### config.mk
export PLATFORM = sky130hd
export DESIGN_NAME = fetch_flat
export DESIGN_NICKNAME = d
export VERILOG_FILES = /design/src/rtl/fetch_if.sv /design/src/rtl/fetch.sv /design/src/flat_wrapper.sv
export SDC_FILE = /design/constraint.sdc
export NUM_CORES = 1
export LEC_CHECK = 0
export ABC_AREA = 1
export CAP_MARGIN = 20
export CORE_MARGIN = 2
export CORE_UTILIZATION = 40
export CTS_BUF_LIST = sky130_fd_sc_hd__clkbuf_4
export DETAILED_ROUTE_END_ITERATION = 6
export PLACE_DENSITY = 0.62
export SETUP_SLACK_MARGIN = 0.3
export SLEW_MARGIN = 0
export SYNTH_ARGS = -nofsm -noshare
export SYNTH_HDL_FRONTEND = slang
export SYNTH_SLANG_ARGS = --single-unit
### constraint.sdc
create_clock -name clk -period 11.61 [get_ports clk]
set_clock_uncertainty 0.05 [all_clocks]
set_input_delay 1.161 -clock clk [delete_from_list [all_inputs] [get_ports clk]]
set_output_delay 1.161 -clock clk [all_outputs]
set_load 0.005 [all_outputs]
### src/rtl/fetch_if.sv
// Instruction-memory request/response channel between the fetch stage and imem.
// The fetch stage drives req/addr; memory answers with gnt, then rvalid/rdata.
interface fetch_if;
   logic        f_imem_req_o;
   logic [63:0] f_imem_addr_o;
   logic        f_imem_gnt_i;
   logic        f_imem_rvalid_i;
   logic [31:0] f_imem_rdata_i;

   modport master (
      output f_imem_req_o, f_imem_addr_o,
      input  f_imem_gnt_i, f_imem_rvalid_i, f_imem_rdata_i
   );

   modport slave (
      input  f_imem_req_o, f_imem_addr_o,
      output f_imem_gnt_i, f_imem_rvalid_i, f_imem_rdata_i
   );
endinterface

### src/rtl/fetch.sv
// Instruction fetch: single-outstanding imem requester feeding a small FIFO to decode,
// with redirect handling that drops wrong-path responses still in flight.
module fetch #(
   parameter logic [63:0] RESET_PC  = 64'h0000_0000_8000_0000,
   parameter int          BUF_DEPTH = 2
) (
   input  logic        clk,
   input  logic        rst_n,
   fetch_if.master     imem,
   input  logic        f_stall_i,
   input  logic        f_branch_i,
   input  logic [63:0] f_pc_b_i,
   input  logic        f_jump_jal_i,
   input  logic [63:0] f_pc_jal_i,
   input  logic        f_jump_jalr_i,
   input  logic [63:0] f_pc_jalr_i,
   output logic        f_valid_o,
   output logic [31:0] f_instr_o,
   output logic [63:0] f_pc_o,
   output logic        f_misalign_o
);

   localparam int          PW  = $clog2(BUF_DEPTH);
   localparam int          CW  = $clog2(BUF_DEPTH + 1);
   localparam logic [31:0] NOP = 32'h0000_0013;

   typedef enum logic [1:0] {IDLE, REQ, WAIT} state_e;
   typedef struct packed {
      logic [63:0] pc;
      logic [31:0] instr;
   } entry_t;

   state_e        state_q, state_d;
   logic [63:0]   pc_q, pc_d;
   logic [63:0]   addr_q, addr_d;
   logic [63:0]   rsp_pc_q, last_pc_q, target;
   logic          discard_q, discard_d;
   logic          mis_q;
   logic [PW-1:0] rd_q, rd_d, wr_q, wr_d;
   logic [CW-1:0] cnt_q, cnt_d;
   entry_t        buf_q [BUF_DEPTH];
   entry_t        head;
   logic          valid, pop, redir, push, gnt, rvalid;

   assign gnt    = imem.f_imem_gnt_i;
   assign rvalid = imem.f_imem_rvalid_i;
   assign valid  = (cnt_q != '0);
   assign head   = buf_q[rd_q];
   assign pop    = valid && !f_stall_i;
   // Decode operands are only trustworthy while it is actually consuming the head.
   assign redir  = pop && (f_branch_i || f_jump_jal_i || f_jump_jalr_i);
   assign target = f_branch_i   ? f_pc_b_i   :
                   f_jump_jal_i ? f_pc_jal_i : f_pc_jalr_i;
   assign push   = (state_q == WAIT) && rvalid && !discard_q && !redir;

   always_comb begin
      state_d   = state_q;
      pc_d      = pc_q;
      discard_d = discard_q;
      rd_d      = rd_q;
      wr_d      = wr_q;
      cnt_d     = cnt_q;
      if (redir) begin
         rd_d  = wr_q;
         cnt_d = '0;
      end else begin
         rd_d  = rd_q + PW'(pop);
         wr_d  = wr_q + PW'(push);
         cnt_d = cnt_q + CW'(push) - CW'(pop);
      end
      unique case (state_q)
         IDLE: if (cnt_d < CW'(BUF_DEPTH)) state_d = REQ;
         REQ: begin
            if (redir) discard_d = 1'b1;
            if (gnt) begin
               state_d = WAIT;
               // a grant that will be discarded does not advance the fetch PC
               if (!discard_q && !redir) pc_d = pc_q + 64'd4;
            end
         end
         WAIT: begin
            if (rvalid) begin
               discard_d = 1'b0;
               state_d   = (cnt_d < CW'(BUF_DEPTH)) ? REQ : IDLE;
            end else if (redir) begin
               discard_d = 1'b1;
            end
         end
         default: state_d = IDLE;
      endcase
      if (redir) pc_d = {target[63:2], 2'b00};
      // an ungranted request keeps its address even across a redirect
      addr_d = (state_q == REQ && !gnt) ? addr_q : pc_d;
   end

   always_ff @(posedge clk or negedge rst_n) begin
      if (!rst_n) begin
         state_q   <= IDLE;
         pc_q      <= RESET_PC;
         addr_q    <= RESET_PC;
         rsp_pc_q  <= RESET_PC;
         last_pc_q <= RESET_PC;
         discard_q <= 1'b0;
         mis_q     <= 1'b0;
         rd_q      <= '0;
         wr_q      <= '0;
         cnt_q     <= '0;
      end else begin
         state_q   <= state_d;
         pc_q      <= pc_d;
         addr_q    <= addr_d;
         discard_q <= discard_d;
         rd_q      <= rd_d;
         wr_q      <= wr_d;
         cnt_q     <= cnt_d;
         mis_q     <= redir && (target[1:0] != 2'b00);
         if (state_q == REQ && gnt) rsp_pc_q <= addr_q;
         if (valid) last_pc_q <= head.pc;
      end
   end

   always_ff @(posedge clk) begin
      if (push) buf_q[wr_q] <= '{pc: rsp_pc_q, instr: imem.f_imem_rdata_i};
   end

   assign imem.f_imem_req_o  = (state_q == REQ);
   assign imem.f_imem_addr_o = addr_q;
   assign f_valid_o          = valid;
   assign f_instr_o          = valid ? head.instr : NOP;
   assign f_pc_o             = valid ? head.pc : last_pc_q;
   assign f_misalign_o       = mis_q;

endmodule

### src/flat_wrapper.sv
// flat-port wrapper written by rule: the top's interface ports become plain ports
module fetch_flat 
#(
   parameter logic [63:0] RESET_PC  = 64'h0000_0000_8000_0000,
   parameter int          BUF_DEPTH = 2
)
  (clk, rst_n, f_stall_i, f_branch_i, f_pc_b_i, f_jump_jal_i, f_pc_jal_i, f_jump_jalr_i, f_pc_jalr_i, f_valid_o, f_instr_o, f_pc_o, f_misalign_o, imem_f_imem_req_o, imem_f_imem_addr_o, imem_f_imem_gnt_i, imem_f_imem_rvalid_i, imem_f_imem_rdata_i);
  fetch_if imem_i ();
  input  logic clk;
  input  logic rst_n;
  input  logic f_stall_i;
  input  logic f_branch_i;
  input  logic [63:0] f_pc_b_i;
  input  logic f_jump_jal_i;
  input  logic [63:0] f_pc_jal_i;
  input  logic f_jump_jalr_i;
  input  logic [63:0] f_pc_jalr_i;
  output logic f_valid_o;
  output logic [31:0] f_instr_o;
  output logic [63:0] f_pc_o;
  output logic f_misalign_o;
  output wire logic [$bits(imem_i.f_imem_req_o)-1:0] imem_f_imem_req_o;
  output wire logic [$bits(imem_i.f_imem_addr_o)-1:0] imem_f_imem_addr_o;
  input wire logic [$bits(imem_i.f_imem_gnt_i)-1:0] imem_f_imem_gnt_i;
  input wire logic [$bits(imem_i.f_imem_rvalid_i)-1:0] imem_f_imem_rvalid_i;
  input wire logic [$bits(imem_i.f_imem_rdata_i)-1:0] imem_f_imem_rdata_i;
  assign imem_f_imem_req_o = imem_i.f_imem_req_o;
  assign imem_f_imem_addr_o = imem_i.f_imem_addr_o;
  assign imem_i.f_imem_gnt_i = imem_f_imem_gnt_i;
  assign imem_i.f_imem_rvalid_i = imem_f_imem_rvalid_i;
  assign imem_i.f_imem_rdata_i = imem_f_imem_rdata_i;
  fetch #(.RESET_PC(RESET_PC), .BUF_DEPTH(BUF_DEPTH)) u_core (.clk(clk), .rst_n(rst_n), .imem(imem_i), .f_stall_i(f_stall_i), .f_branch_i(f_branch_i), .f_pc_b_i(f_pc_b_i), .f_jump_jal_i(f_jump_jal_i), .f_pc_jal_i(f_pc_jal_i), .f_jump_jalr_i(f_jump_jalr_i), .f_pc_jalr_i(f_pc_jalr_i), .f_valid_o(f_valid_o), .f_instr_o(f_instr_o), .f_pc_o(f_pc_o), .f_misalign_o(f_misalign_o));
endmodule
* After elaboration in Yosys (flattened, before gate mapping) *
Memory sizes are Yosys's and may differ from the RTL's.
Index checks and enable logic that the tools add are counted.

storage, ports and cells
  bits in registers = 264
  RAM bits = 192
  output and inout bits = 163
  logic and storage cells = 62
  memories kept = 1

memories
  name          words  bits a word  read ports  clocked after memory_dff  wr ports  RTL line     text
  u_core.buf_q  2      96           1           0                         1         fetch.sv:41  entry_t buf_q [BUF_DEPTH];

operators by class
  add/subtract/negate cells = 5
  order comparisons = 1
  eq/ne operators = 5
  muxes and demuxes = 20
  reduce and logical (&&, ||, !) cells = 20

operators with widths
  operator                                              count
  two-way mux 64 bit                                    7
  adder 64 x 3 -> 64 bit (second input constant)        1
  two-way mux 32 bit                                    1
  logical AND 1 bit                                     9
  two-way mux 2 bit                                     4
  two-way mux 1 bit                                     6
  one-hot mux 2 bit (3 select lines)                    1
  nonzero test 2 bit                                    3
  zero test 1 bit                                       4
  != test 2 x 1 -> 1 bit (second input constant)        2
  AND reduction 3 bit                                   1
  adder 1 bit                                           2
  adder 2 x 1 -> 2 bit                                  1
  equality test 2 x 1 -> 1 bit (second input constant)  1
  equality test 2 bit (second input constant)           1
  zero test 2 bit                                       1
  logical OR 1 bit                                      2
  less-than comparator 2 bit (second input constant)    1
  != test 2 bit (second input constant)                 1
  one-hot mux 1 bit (2 select lines)                    1
  subtractor 2 x 1 -> 2 bit                             1

* Logic depth before layout (Yosys ltp) *
  depth in word-level cells = 12
  mapped depth = 15

* Least setup slack after synthesis *
Ideal clock, no wire load.

  path type = in2reg
  start point = in f_branch_i
  end point = mem u_core.buf_q[0][0] in the netlist's numbering (enable)
  setup time = 466 ps
  arrival time = 4250 ps
  setup slack = 6844 ps
  stages = 8
  path buffers = 2
  cells stage by stage = buf_2 > nor2_4 > nand2_2 > nand2_2 > buf_6 > nand2_2 > nor2_1 > ha_1

on the way
  word-level cells in the longest chain between the ends = 7

ends and longest elaborated chain
  what                                     RTL line            text
  start: declaration                       flat_wrapper.sv:12  input logic f_branch_i;
  logical OR 1 bit (2 in a row)            fetch.sv:51         assign redir = pop && (f_branch_i || f_jump_jal_i || f_jump_jalr_i);
  logical AND 1 bit                        fetch.sv:51
  zero test 1 bit                          fetch.sv:54         assign push = (state_q == WAIT) && rvalid && !discard_q && !redir;
  logical AND 1 bit                        fetch.sv:54
  two-way mux 1 bit                        fetch.sv:123        if (push) buf_q[wr_q] <= '{pc: rsp_pc_q, instr: imem.f_imem_rdata_i};
  two-way mux 1 bit (not written as such)  fetch.sv:123
  end: declaration                         fetch.sv:41

No other way between the ends.

* Worst setup path after layout *
  start point = reg u_core.cnt_q[0]
  end point = out f_pc_o[2]

on the way
  word-level cells in the longest chain between the ends = 2

ends and longest elaborated chain
  what                      RTL line            text
  start: declaration        fetch.sv:40         logic [CW-1:0] cnt_q, cnt_d;
  start signal: assignment  fetch.sv:115        cnt_q <= cnt_d;
  nonzero test 2 bit        fetch.sv:47         assign valid = (cnt_q != '0);
  two-way mux 64 bit        fetch.sv:130        assign f_pc_o = valid ? head.pc : last_pc_q;
  end: declaration          flat_wrapper.sv:20  output logic [63:0] f_pc_o;

No other way between the ends.

==> qor.yml <==
final_layout:
  final_common_cell: "nand2_1"
  drive_gt1_share_pct: 9.64
  final_cell_mix: "731 x nand2_1, 391 x clkdlybuf4s50_1, 259 x dfrtp_1"
  design_area_um2: 26600
  nNetsFinal: 2897
  area_growth_pct: 30.1
  fillers: 4723
timing:
  finalCritPeriodShare_pct: 47.3
  hold_viol: 0
  rsz0062_at_grt: "no"
  setup-violations-final: 0
  clock.fmax_mhz: 182
  layout_min_cycle_time_ns: 5.50
  tightestPinTransition_ns: 1.20
  fin_setup_tns_ns: 0
  drv_slew: 0
  slew_headroom_pct: 19.1
floorplan:
  die_y_um: 230
  die_area_um2: 52900
  start_util_pct: 40.6
  die_x_um: 230
  core_um2: 50300
  ios: 395
  fp-row-count: 82
global_route:
  grt_pass1_vias: 17600
  grt_util_all_layers_pct: 25.6
  antenna_found_initial: 1
  grt_pass1_wl_um: 103000
  grt_overflow: 0
  grt_max_degree: 99
cts:
  h-tree-depth: 3
  post_cts_buffers: 0
  numCtsBuffers: 116
  clock-sinks: 456
  cts_resized: 0
  root_buffer: "clkbuf_4"
  cts.path.max_buffers: 3
  cts.clk_slew.worst_paths_ns: 0.06
  worstSkewPairLatency_ns: 0.88
  cts_tree: "yes"
  ctsHoldBuffers: 0
place:
  dp_hpwl_um: 48500
  port_buffers: 394
  place_congestion: 0.915
  place_area_um2: 24900
worst_setup_path:
  crit_path_end_kind: "primary output"
  cp_max_fo: 73
  cp-start-kind: "flip-flop"
  cp_cell_sequence: "nor2_4 > buf_4 > inv_2 > buf_4 > nor2_1 > a21oi_1 > clkdlybuf4s50_1"
  crit_path_frequent_cell: "buf_4"
  cp.required_ns: 10.40
  crit_slowest_cell: "buf_4"
  cp.arrival_ns: 4.29
  max_stage_delay_ns: 0.77
  path_class: "flip-flop to primary output"
yosys:
  syn_inst: 2231
  ys_seq_area_share_pct: 60.6
  synth-seq-cells: 456
  synth-warning-count: 0
  yosys.cell_types.count: 50
  synth_area_um2: 20400
  ys.flop_type: "dfrtp_1"
  async_flop_share_pct: 57.9
  synth_nets: 2472
  synth_edf_count: 192
  synth.avg_cell_area_um2: 9.16
power:
  switching_share_pct: 38.4
  ir_drop_mv: 0.109
  power.internal_mw: 4.13
  power_leakage_nw: 11.2
  switchingPower_mw: 2.58
  clockPowerShare_pct: 20.8
  pwr-share-comb_pct: 39.1
  power_frac_seq_pct: 40.1
  power-per-cell-area_nw_per_um2: 252
min_path:
  hold_path.class: "input port to async pin"
detailed_routing:
  drtPass1Iterations: 5
  wire_per_inst_um: 19.7
  finalWirelength_um: 67600
  drtIter0Drc: 1092
  vias: 17500
  drc: 0
  drtAntennaViolNets: 0
  via_per_inst: 5.09
run_status:
  status: "completed"
run:
  max_cap_violations: 0
==> layer usage <==
layer,track usage [%],part of all wire (%)
met1,35.8,45
met2,40.4,46
met3,4.74,6.4
met4,8.27,2.2
met5,0,0
==> stage by stage <==
stage          hold slack (ns)  total power [mW]  setup slack (ns)  cells  util [%]
3_3_place_gp             0.400              5.29              6.95   3205      49.6
4_1_cts                  0.204              6.78              5.87   3427      52.7
2_1_floorplan            0.392              3.87              6.84   2231         -
5_1_grt                  0.288              7.19              5.75   3431      52.8
6_report                 0.261              6.71              6.11   3433      52.8
3_5_place_dp             0.408              5.34              6.89   3207      49.6
==> path summary, 6_finish.rpt <==
check	from	to	slack, ns	depth (start not counted)
setup / recovery	u_core.cnt_q[0]	f_pc_o[2]	6.11	7
hold / removal	rst_n	u_core.imem.f_imem_addr_o[12]	0.26	1
setup reg to reg	u_core.cnt_q[0]	u_core.buf_q[0][87]	7.81	7
hold reg to reg	u_core.rsp_pc_q[45]	u_core.buf_q[0][77]	0.39	0
max in group asynchronous	rst_n	u_core.rsp_pc_q[37]	9.19	3
min in group clk	u_core.rsp_pc_q[45]	u_core.buf_q[0][77]	0.39	0
==> cells by family after synthesis <==
| group | count (synthesis) | share of synthesized area (%) |
|---|---|---|
| AO/OA/AOI/OAI | 330 | 9.41 |
| multiplexers | 1 | 0.0490 |
| adder cells (fa/ha/maj) | 9 | 0.551 |
| AND/OR/NAND/NOR | 1196 | 24.4 |
| XOR/XNOR | 16 | 0.686 |
| flip-flops | 456 | 60.6 |
| buffers and inverters | 223 | 4.34 |
==> cells in the mapped netlist, drive strengths merged (4+ instances only) <==
library cell	number	share of area (%)
nor3	10	0.25
o21bai	4	0.15
xor2	11	0.47
nand2	736	14
o211ai	27	0.99
nand4	24	0.74
o311ai	24	1.0
dfstp	4	0.51
nor2	246	5.0
nand3	145	3.6
edfxtp	192	28
xnor2	5	0.21
dfrtp	260	32
a21boi	22	0.81
ha	9	0.55
o21ai	74	1.9
a21oi	165	4.0
inv	112	2.1
or2	9	0.28
buf	43	1.0
nand3b	10	0.37
and2	12	0.38
clkbuf	68	1.3
o21a	6	0.22
==> registers in the layout, indices dropped and copies added, names as in the netlist <==
register and flops:
u_core.buf_q 192, u_core.cnt_q 2, u_core.discard_q 1, u_core.f_misalign_o 1
u_core.imem.f_imem_addr_o 64, u_core.last_pc_q 64, u_core.pc_q 64, u_core.rd_q 1
u_core.rsp_pc_q 64, u_core.state_q 2, u_core.wr_q 1
==> power by group through the flow <==
stage / logic (mW) / clock network [mW] / registers, mW
after floorplan: 1.33 / 0 / 2.53
after global placement: 2.56 / 0 / 2.73
after detailed placement: 2.60 / 0 / 2.75
after CTS: 2.61 / 1.44 / 2.72
after global routing: 2.91 / 1.53 / 2.75
final: 2.62 / 1.40 / 2.69
==> cell type report <==
class / count / area (µm²) / area share [%]
Sequential cell: 456 / 12400 / 46.6
Multi-Input combinational cell: 1552 / 7210 / 27.1
Tap cell: 672 / 841 / 3.16
Inverter: 112 / 422 / 1.59
Clock buffer: 173 / 1300 / 4.89
Clock inverter: 47 / 256 / 0.965
Antenna cell: 3 / 7.51 / 0.0283
Timing Repair Buffer: 418 / 4160 / 15.6
==> critical path: cells and delay by family, from the launching register on <==
| kind | cells | cell delay (ns) |
|---|---|---|
| AO/OA/AOI/OAI | 1 | 0.08 |
| buffers and inverters | 4 | 2.08 |
| flip-flops | 1 | 0.41 |
| AND/OR/NAND/NOR | 2 | 0.72 |
Power figures use the tool's default switching activity.
